--- config.mk ---
export PLATFORM = sky130hd
export DESIGN_NAME = e203_subsys_clint_arb
export DESIGN_NICKNAME = d
export VERILOG_FILES = /design/src/rtl/e203_subsys_clint_arb_pkg.sv /design/src/rtl/e203_subsys_clint_arb_fifo.sv /design/src/rtl/e203_subsys_clint_arb.sv
export SDC_FILE = /design/constraint.sdc
export NUM_CORES = 1
export LEC_CHECK = 0
export CAP_MARGIN = 25
export CORE_AREA = 2 2 123 125
export DETAILED_ROUTE_END_ITERATION = 16
export DIE_AREA = 0 0 125 127
export GPL_TIMING_DRIVEN = 0
export SYNTH_ARGS = -nofsm -noshare
export SYNTH_HDL_FRONTEND = slang
export SYNTH_SLANG_ARGS = --single-unit
--- constraint.sdc ---
create_clock -name clk -period 4.48 [get_ports clk]
set_input_delay 0.896 -clock clk [delete_from_list [all_inputs] [get_ports clk]]
set_output_delay 0.896 -clock clk [all_outputs]
set_load 0.02 [all_outputs]
--- src/rtl/e203_subsys_clint_arb_pkg.sv ---
// Shared constants and types for the CLINT two-master ICB arbiter.
package e203_subsys_clint_arb_pkg;

   // Default number of commands that may be in flight to the CLINT.
   localparam int unsigned E203_CLINT_ARB_OUTS_DEPTH = 2;
   // Width of the grant ID stored per outstanding command.
   localparam int unsigned E203_CLINT_ARB_ID_W = 1;

   // Master identities; the value doubles as the grant ID.
   typedef enum logic {
      MstLsu = 1'b0,
      MstDbg = 1'b1
   } arb_mst_e;

   // Pick the winner from the current valids; the round-robin pointer only matters on a tie.
   // With nobody requesting, master 0 is selected so the muxes have a stable default.
   function automatic arb_mst_e rr_pick(input logic v0, input logic v1, input arb_mst_e ptr);
      arb_mst_e win;
      if (v0 && v1) begin
         win = ptr;
      end else if (v1) begin
         win = MstDbg;
      end else begin
         win = MstLsu;
      end
      return win;
   endfunction

endpackage

--- src/rtl/e203_subsys_clint_arb_fifo.sv ---
// Small shift-register FIFO holding the grant ID of every outstanding command.
// Entry 0 is always the head, so the head ID is a plain register output.
module e203_subsys_clint_arb_fifo
   import e203_subsys_clint_arb_pkg::*;
#(
   parameter int unsigned DP        = E203_CLINT_ARB_OUTS_DEPTH,
   parameter int unsigned DW        = E203_CLINT_ARB_ID_W,
   // 0: i_rdy depends only on the stored count (no path from o_rdy).
   // 1: a pop in the same cycle frees a slot for a push while full.
   parameter bit          CUT_READY = 1'b0,
   // 1: force o_dat to zero while empty.
   parameter bit          MSKO      = 1'b0,
   localparam int unsigned CW       = $clog2(DP + 1)
) (
   input  logic          clk,
   input  logic          rst,
   input  logic          i_vld,
   output logic          i_rdy,
   input  logic [DW-1:0] i_dat,
   output logic          o_vld,
   input  logic          o_rdy,
   output logic [DW-1:0] o_dat,
   output logic [CW-1:0] cnt_o
);

   logic [DW-1:0] mem_q [DP];
   logic [DW-1:0] mem_d [DP];
   logic [CW-1:0] cnt_q;
   logic [CW-1:0] cnt_d;
   logic          full;
   logic          empty;
   logic          push;
   logic          pop;
   int            wr_idx;

   // Status, handshakes and head output.
   always_comb begin
      full   = (cnt_q == CW'(DP));
      empty  = (cnt_q == '0);
      o_vld  = ~empty;
      pop    = o_vld & o_rdy;
      i_rdy  = ~full | (CUT_READY & pop);
      push   = i_vld & i_rdy;
      o_dat  = (MSKO && empty) ? '0 : mem_q[0];
      cnt_o  = cnt_q;
   end

   // Next contents: shift toward the head on pop, then write the new entry behind the last one.
   always_comb begin
      mem_d  = mem_q;
      cnt_d  = cnt_q;
      wr_idx = int'(cnt_q) - (pop ? 1 : 0);
      if (pop) begin
         for (int i = 0; i < int'(DP) - 1; i++) begin
            mem_d[i] = mem_q[i + 1];
         end
         mem_d[DP-1] = '0;
      end
      if (push) begin
         for (int i = 0; i < int'(DP); i++) begin
            if (i == wr_idx) begin
               mem_d[i] = i_dat;
            end
         end
      end
      unique case ({push, pop})
         2'b10:   cnt_d = cnt_q + CW'(1);
         2'b01:   cnt_d = cnt_q - CW'(1);
         default: cnt_d = cnt_q;
      endcase
   end

   // Storage and occupancy count, cleared by synchronous reset.
   always_ff @(posedge clk) begin
      if (rst) begin
         cnt_q <= '0;
         for (int i = 0; i < int'(DP); i++) begin
            mem_q[i] <= '0;
         end
      end else begin
         cnt_q <= cnt_d;
         mem_q <= mem_d;
      end
   end

endmodule

--- src/rtl/e203_subsys_clint_arb.sv ---
// Round-robin arbiter letting the LSU (m0) and the debug/system bus (m1) share the CLINT ICB port.
// Commands and responses pass through combinationally; a grant-ID FIFO routes responses in order.
module e203_subsys_clint_arb
   import e203_subsys_clint_arb_pkg::*;
#(
   parameter int unsigned AW         = 32,
   parameter int unsigned DW         = 32,
   parameter int unsigned OUTS_DEPTH = E203_CLINT_ARB_OUTS_DEPTH
) (
   input  logic            clk,
   input  logic            rst,

   input  logic            m0_icb_cmd_valid,
   output logic            m0_icb_cmd_ready,
   input  logic [AW-1:0]   m0_icb_cmd_addr,
   input  logic            m0_icb_cmd_read,
   input  logic [DW-1:0]   m0_icb_cmd_wdata,
   input  logic [DW/8-1:0] m0_icb_cmd_wmask,
   output logic            m0_icb_rsp_valid,
   input  logic            m0_icb_rsp_ready,
   output logic            m0_icb_rsp_err,
   output logic [DW-1:0]   m0_icb_rsp_rdata,

   input  logic            m1_icb_cmd_valid,
   output logic            m1_icb_cmd_ready,
   input  logic [AW-1:0]   m1_icb_cmd_addr,
   input  logic            m1_icb_cmd_read,
   input  logic [DW-1:0]   m1_icb_cmd_wdata,
   input  logic [DW/8-1:0] m1_icb_cmd_wmask,
   output logic            m1_icb_rsp_valid,
   input  logic            m1_icb_rsp_ready,
   output logic            m1_icb_rsp_err,
   output logic [DW-1:0]   m1_icb_rsp_rdata,

   output logic            sl_icb_cmd_valid,
   input  logic            sl_icb_cmd_ready,
   output logic [AW-1:0]   sl_icb_cmd_addr,
   output logic            sl_icb_cmd_read,
   output logic [DW-1:0]   sl_icb_cmd_wdata,
   output logic [DW/8-1:0] sl_icb_cmd_wmask,
   input  logic            sl_icb_rsp_valid,
   output logic            sl_icb_rsp_ready,
   input  logic            sl_icb_rsp_err,
   input  logic [DW-1:0]   sl_icb_rsp_rdata,

   output logic            arb_busy
);

   localparam int unsigned CW = $clog2(OUTS_DEPTH + 1);

   if (OUTS_DEPTH < 1 || OUTS_DEPTH > 4) begin : g_bad_depth
      $error("OUTS_DEPTH must be in 1..4");
   end

   arb_mst_e                        rr_ptr_q;
   arb_mst_e                        rr_ptr_d;
   arb_mst_e                        winner_id;
   arb_mst_e                        head_id;
   logic                            winner_valid;
   logic                            cmd_rdy_gated;
   logic                            cmd_hsk;
   logic                            fifo_push_rdy;
   logic                            fifo_nempty;
   logic                            head_rsp_ready;
   logic                            rsp_hsk;
   logic [E203_CLINT_ARB_ID_W-1:0]  fifo_head;
   logic [CW-1:0]                   outs_cnt;

   // Command arbitration, gating and field mux.
   always_comb begin
      winner_id     = rr_pick(m0_icb_cmd_valid, m1_icb_cmd_valid, rr_ptr_q);
      winner_valid  = m0_icb_cmd_valid | m1_icb_cmd_valid;
      // fifo_push_rdy is ~full only, so there is no ready-to-ready path through the FIFO.
      sl_icb_cmd_valid = winner_valid & fifo_push_rdy & ~rst;
      cmd_rdy_gated    = sl_icb_cmd_ready & fifo_push_rdy & ~rst;
      m0_icb_cmd_ready = cmd_rdy_gated & (winner_id == MstLsu);
      m1_icb_cmd_ready = cmd_rdy_gated & (winner_id == MstDbg);
      cmd_hsk          = sl_icb_cmd_valid & sl_icb_cmd_ready;
      if (winner_id == MstDbg) begin
         sl_icb_cmd_addr  = m1_icb_cmd_addr;
         sl_icb_cmd_read  = m1_icb_cmd_read;
         sl_icb_cmd_wdata = m1_icb_cmd_wdata;
         sl_icb_cmd_wmask = m1_icb_cmd_wmask;
      end else begin
         sl_icb_cmd_addr  = m0_icb_cmd_addr;
         sl_icb_cmd_read  = m0_icb_cmd_read;
         sl_icb_cmd_wdata = m0_icb_cmd_wdata;
         sl_icb_cmd_wmask = m0_icb_cmd_wmask;
      end
   end

   // Response routing by the FIFO head ID; data fans out, only valid is steered.
   always_comb begin
      head_id          = arb_mst_e'(fifo_head);
      head_rsp_ready   = (head_id == MstDbg) ? m1_icb_rsp_ready : m0_icb_rsp_ready;
      m0_icb_rsp_valid = sl_icb_rsp_valid & fifo_nempty & (head_id == MstLsu) & ~rst;
      m1_icb_rsp_valid = sl_icb_rsp_valid & fifo_nempty & (head_id == MstDbg) & ~rst;
      sl_icb_rsp_ready = head_rsp_ready & fifo_nempty & ~rst;
      rsp_hsk          = sl_icb_rsp_valid & sl_icb_rsp_ready;
      m0_icb_rsp_err   = sl_icb_rsp_err;
      m1_icb_rsp_err   = sl_icb_rsp_err;
      m0_icb_rsp_rdata = sl_icb_rsp_rdata;
      m1_icb_rsp_rdata = sl_icb_rsp_rdata;
      arb_busy         = (outs_cnt != '0);
   end

   // Priority passes to the other master after every accepted command.
   always_comb begin
      rr_ptr_d = rr_ptr_q;
      if (cmd_hsk) begin
         rr_ptr_d = arb_mst_e'(~winner_id);
      end
   end

   // Round-robin pointer register.
   always_ff @(posedge clk) begin
      if (rst) begin
         rr_ptr_q <= MstLsu;
      end else begin
         rr_ptr_q <= rr_ptr_d;
      end
   end

   // A response with nothing outstanding is a CLINT protocol violation.
   always_ff @(posedge clk) begin
      if (!rst) begin
         a_no_orphan_rsp : assert (!(sl_icb_rsp_valid && !fifo_nempty));
      end
   end

   e203_subsys_clint_arb_fifo #(
      .DP        (OUTS_DEPTH),
      .DW        (E203_CLINT_ARB_ID_W),
      .CUT_READY (1'b0),
      .MSKO      (1'b0)
   ) u_clint_arb_id_fifo (
      .clk   (clk),
      .rst   (rst),
      .i_vld (cmd_hsk),
      .i_rdy (fifo_push_rdy),
      .i_dat (winner_id),
      .o_vld (fifo_nempty),
      .o_rdy (rsp_hsk),
      .o_dat (fifo_head),
      .cnt_o (outs_cnt)
   );

endmodule

==> metrics <==
setup total negative slack 0 ns; hold_ws a little under 0.5 ns; wire per inst approximately 17 um; layout cells sized above 1 0.322; number of H-tree levels 1; clock tree skew after final layout 0.000236 ns; DRC marker count from the first detailed-route iteration 38; total area of multi-input combinational cells roughly 1100 um2; post-detailed-route count of antenna-violating nets 0; async set or reset register ratio after synthesis 0; vias after detailed routing around 2400; post-synthesis cell type with the largest combined area sky130_fd_sc_hd__mux2_2; area of the mapped netlist around 1700 um2; synthesis-to-finish area growth 182%; count of cells resized by post-cts repair 0; net count of the finished layout 664; Max FO, Critical Path 10; sort of element at the end of the critical path primary output; remaining routing DRC violations 0; Endpoint, Worst Hold u_clint_arb_id_fifo.mem_q[0]; routability cong. roughly 0.8; post-synth top area share 0.447; Seq. cell area ~100 um2; minimum setup slack among reg-to-reg paths about 2.6 ns; synthesis warning total 0; input/output buffers approximately 290; type of the worst setup path input port to primary output; routed length on met3 812 um; number of library cell types mapped by synthesis 25; number of placed I/O pins approximately 320; Std-Cell Rows 44; highest routed layer met4; period utilisation layout 0.896; outcome complete, no violations; highest clock rate approximately 250 MHz; launch point of the worst reg-to-reg path u_clint_arb_id_fifo.cnt_o[1]; main flop type after synthesis sky130_fd_sc_hd__dfxtp_1; maximum clock path buffer count 2; full die area around 16000 um2; met2 wire length roughly 5.9 mm; number of cells traversed by the worst register-to-register path 6; FF+latch count, synth 5; number of buffers created by CTS 3; clock period minus final worst setup slack 4.01 ns; endpoint arrival time on the critical path approximately 3.1 ns; average via count per standard cell ~3.7; slew at the pin closest to its max-slew limit 0.374 ns; placeable core area around 14000 um2; final hold vios 0; register area share after synthesis 0.0576; Hold/Removal Path Class flip-flop to flip-flop; per-instance average area after synthesis between 9 and 10 um2; first drt pass iteration count 4; pin count of the biggest net entering global routing 11; leakage dissipation slightly below 2 nW; Antenna Diode Count 0; clock-pin slew of the registers on the worst-case setup and hold paths approximately 0.030 ns; top cells by area in the synthesized netlist sky130_fd_sc_hd__mux2_2, sky130_fd_sc_hd__buf_4, sky130_fd_sc_hd__dfxtp_1; clock latency on the worst-skew pair about 0.23 ns; WP data required approximately 3.6 ns; max-capacitance violation count 0; Synthesized Nets 373; Pwr per Cell Area 162 nW/um2; placed wire-length estimate 10.0 mm; starting density of the core 0.121; first-pass GRT wire length between 15 and 20 mm; overall global routing resource usage 0.129; Die Span X between 100 and 150 um; destination of the worst register-to-register timing path u_clint_arb_id_fifo.cnt_o[1]; Slew Limit Fails 0; hold path startpoint u_clint_arb_id_fifo.mem_q[0]; post-CTS setup buffer count 0; total clock sinks 5; RSZ-0062 raised after global routing false; filler cell count in the final layout between 1000 and 1500; wire length the detailed router placed on met1 4.36 mm; total wirelength of the detailed-routed design about 11 mm; synthesized instance count about 190; final setup vio count 0; Worst setup SP type input port; vertical die dimension between 100 and 150 um; number of stages on the worst hold path 2; library cell used as clock root buffer sky130_fd_sc_hd__clkbuf_16; via count of the first global-routing pass between 2000 and 3000; count of flip-flops with a built-in enable after synthesis 0; Hold-fix buffers, CTS 0; relative slew slack 0.750; antenna violations before repair 0; largest voltage drop on the vdd net approximately 320 uV; GR Overflow Total 0; TritonCTS clock tree yes
-- sequential cells by signal, indices dropped and copies added, names as in the netlist --
name                       count
u_clint_arb_id_fifo.mem_q      1
u_clint_arb_id_fifo.o_dat      1
u_clint_arb_id_fifo.cnt_o      2
rr_ptr_q                       1
-- report_power, final --
group / total (mW) / internal, mW / switching, mW / leakage [nW]
clock network: 0.147 / 0.118 / 0.0291 / 0.0382
registers: 0.0517 / 0.0478 / 0.00384 / 0.0408
logic: 0.598 / 0.356 / 0.242 / 1.88
total: 0.797 / 0.521 / 0.275 / 1.96
-- metal layers --
| metal | track usage | vias to the layer above |
|---|---|---|
| li1 | - | 1168 |
| met1 | 0.151 | 1118 |
| met2 | 0.240 | 132 |
| met3 | 0.0306 | 10 |
| met4 | 0.0229 | 0 |
| met5 | 0 | - |
-- cells in the mapped netlist, types with 2 or more instances --
cell type / number
sky130_fd_sc_hd__and3_1: 2
sky130_fd_sc_hd__buf_2: 2
sky130_fd_sc_hd__buf_4: 73
sky130_fd_sc_hd__dfxtp_1: 5
sky130_fd_sc_hd__ha_1: 3
sky130_fd_sc_hd__inv_1: 6
sky130_fd_sc_hd__mux2_2: 69
sky130_fd_sc_hd__mux2i_1: 3
sky130_fd_sc_hd__nand2_1: 3
sky130_fd_sc_hd__nor2_1: 7
sky130_fd_sc_hd__nor3_1: 2
sky130_fd_sc_hd__nor4b_4: 2
sky130_fd_sc_hd__o21ai_0: 2
-- cell usage in the layout (no fill, tap or decap) --
master	n
sky130_fd_sc_hd__clkdlybuf4s50_1	286
sky130_fd_sc_hd__buf_4	73
sky130_fd_sc_hd__mux2_2	69
sky130_fd_sc_hd__nor2_1	7
sky130_fd_sc_hd__inv_1	6
sky130_fd_sc_hd__dfxtp_1	5
sky130_fd_sc_hd__mux2i_1	3
sky130_fd_sc_hd__nand2_1	3
sky130_fd_sc_hd__ha_1	3
sky130_fd_sc_hd__clkbuf_16	3
sky130_fd_sc_hd__nor4b_4	2
sky130_fd_sc_hd__o21ai_0	2
sky130_fd_sc_hd__buf_2	2
sky130_fd_sc_hd__nor3_1	2
sky130_fd_sc_hd__and3_1	2
sky130_fd_sc_hd__nor2_2	1
sky130_fd_sc_hd__nor2b_2	1
sky130_fd_sc_hd__nand3b_1	1
sky130_fd_sc_hd__nand3_2	1
sky130_fd_sc_hd__nor2b_1	1
sky130_fd_sc_hd__a31o_2	1
sky130_fd_sc_hd__a21oi_2	1
sky130_fd_sc_hd__xor2_1	1
sky130_fd_sc_hd__o221a_2	1
sky130_fd_sc_hd__xnor2_1	1
sky130_fd_sc_hd__or3_1	1
sky130_fd_sc_hd__a21oi_1	1
sky130_fd_sc_hd__clkbuf_1	1
-- area by class of cell --
type,instances,share of cell area
Buffer,75,0.114
Tap cell,184,0.0469
Inverter,6,0.00459
Timing Repair Buffer,286,0.583
Sequential cell,5,0.0204
Multi-Input combinational cell,105,0.216
Clock buffer,4,0.0161
-- how the worst max path moves through the flow --
| stage | start | endpoint | slack, ns |
|---|---|---|---|
| 2_1_floorplan | m0_icb_cmd_valid | sl_icb_cmd_addr[10] | 1.72 |
| 6_report | m0_icb_cmd_valid | sl_icb_cmd_addr[27] | 0.47 |
| 4_1_cts | m0_icb_cmd_valid | sl_icb_cmd_addr[27] | 0.42 |
| 3_3_place_gp | m0_icb_cmd_valid | sl_icb_cmd_addr[27] | 0.41 |
| 3_5_place_dp | m0_icb_cmd_valid | sl_icb_cmd_addr[27] | 0.43 |
| 5_1_grt | m0_icb_cmd_valid | sl_icb_cmd_addr[27] | 0.33 |
-- stage by stage --
| stage | cell area (um2) | utilization | std cells | setup slack (ns) | power (mW) |
|---|---|---|---|---|---|
| after detailed placement | 4830 | 0.335 | 661 | 0.427 | 0.653 |
| after CTS | 4910 | 0.340 | 665 | 0.420 | 0.807 |
| after global routing | 4910 | 0.340 | 665 | 0.331 | 0.831 |
| final | 4910 | 0.340 | 665 | 0.467 | 0.797 |
| after floorplan | 1740 | - | 191 | 1.72 | 0.321 |
| after global placement | 4830 | 0.335 | 661 | 0.409 | 0.650 |
-- logic make-up after synthesis --
group | Yosys count | synth area share
AO/OA/AOI/OAI | 6 | 0.0252
flip-flops | 5 | 0.0576
multiplexers | 72 | 0.464
adder cells (fa/ha/maj) | 3 | 0.0216
buffers and inverters | 81 | 0.334
XOR/XNOR | 2 | 0.0101
AND/OR/NAND/NOR | 22 | 0.0878
-- critical path: stages --
cell	delay [ns]
sky130_fd_sc_hd__clkdlybuf4s50_1	0.47
sky130_fd_sc_hd__inv_1	0.04
sky130_fd_sc_hd__o21ai_0	0.18
sky130_fd_sc_hd__buf_2	0.30
sky130_fd_sc_hd__buf_4	0.24
sky130_fd_sc_hd__mux2_2	0.36
sky130_fd_sc_hd__clkdlybuf4s50_1	0.63
(Power assumes the default switching activity.)
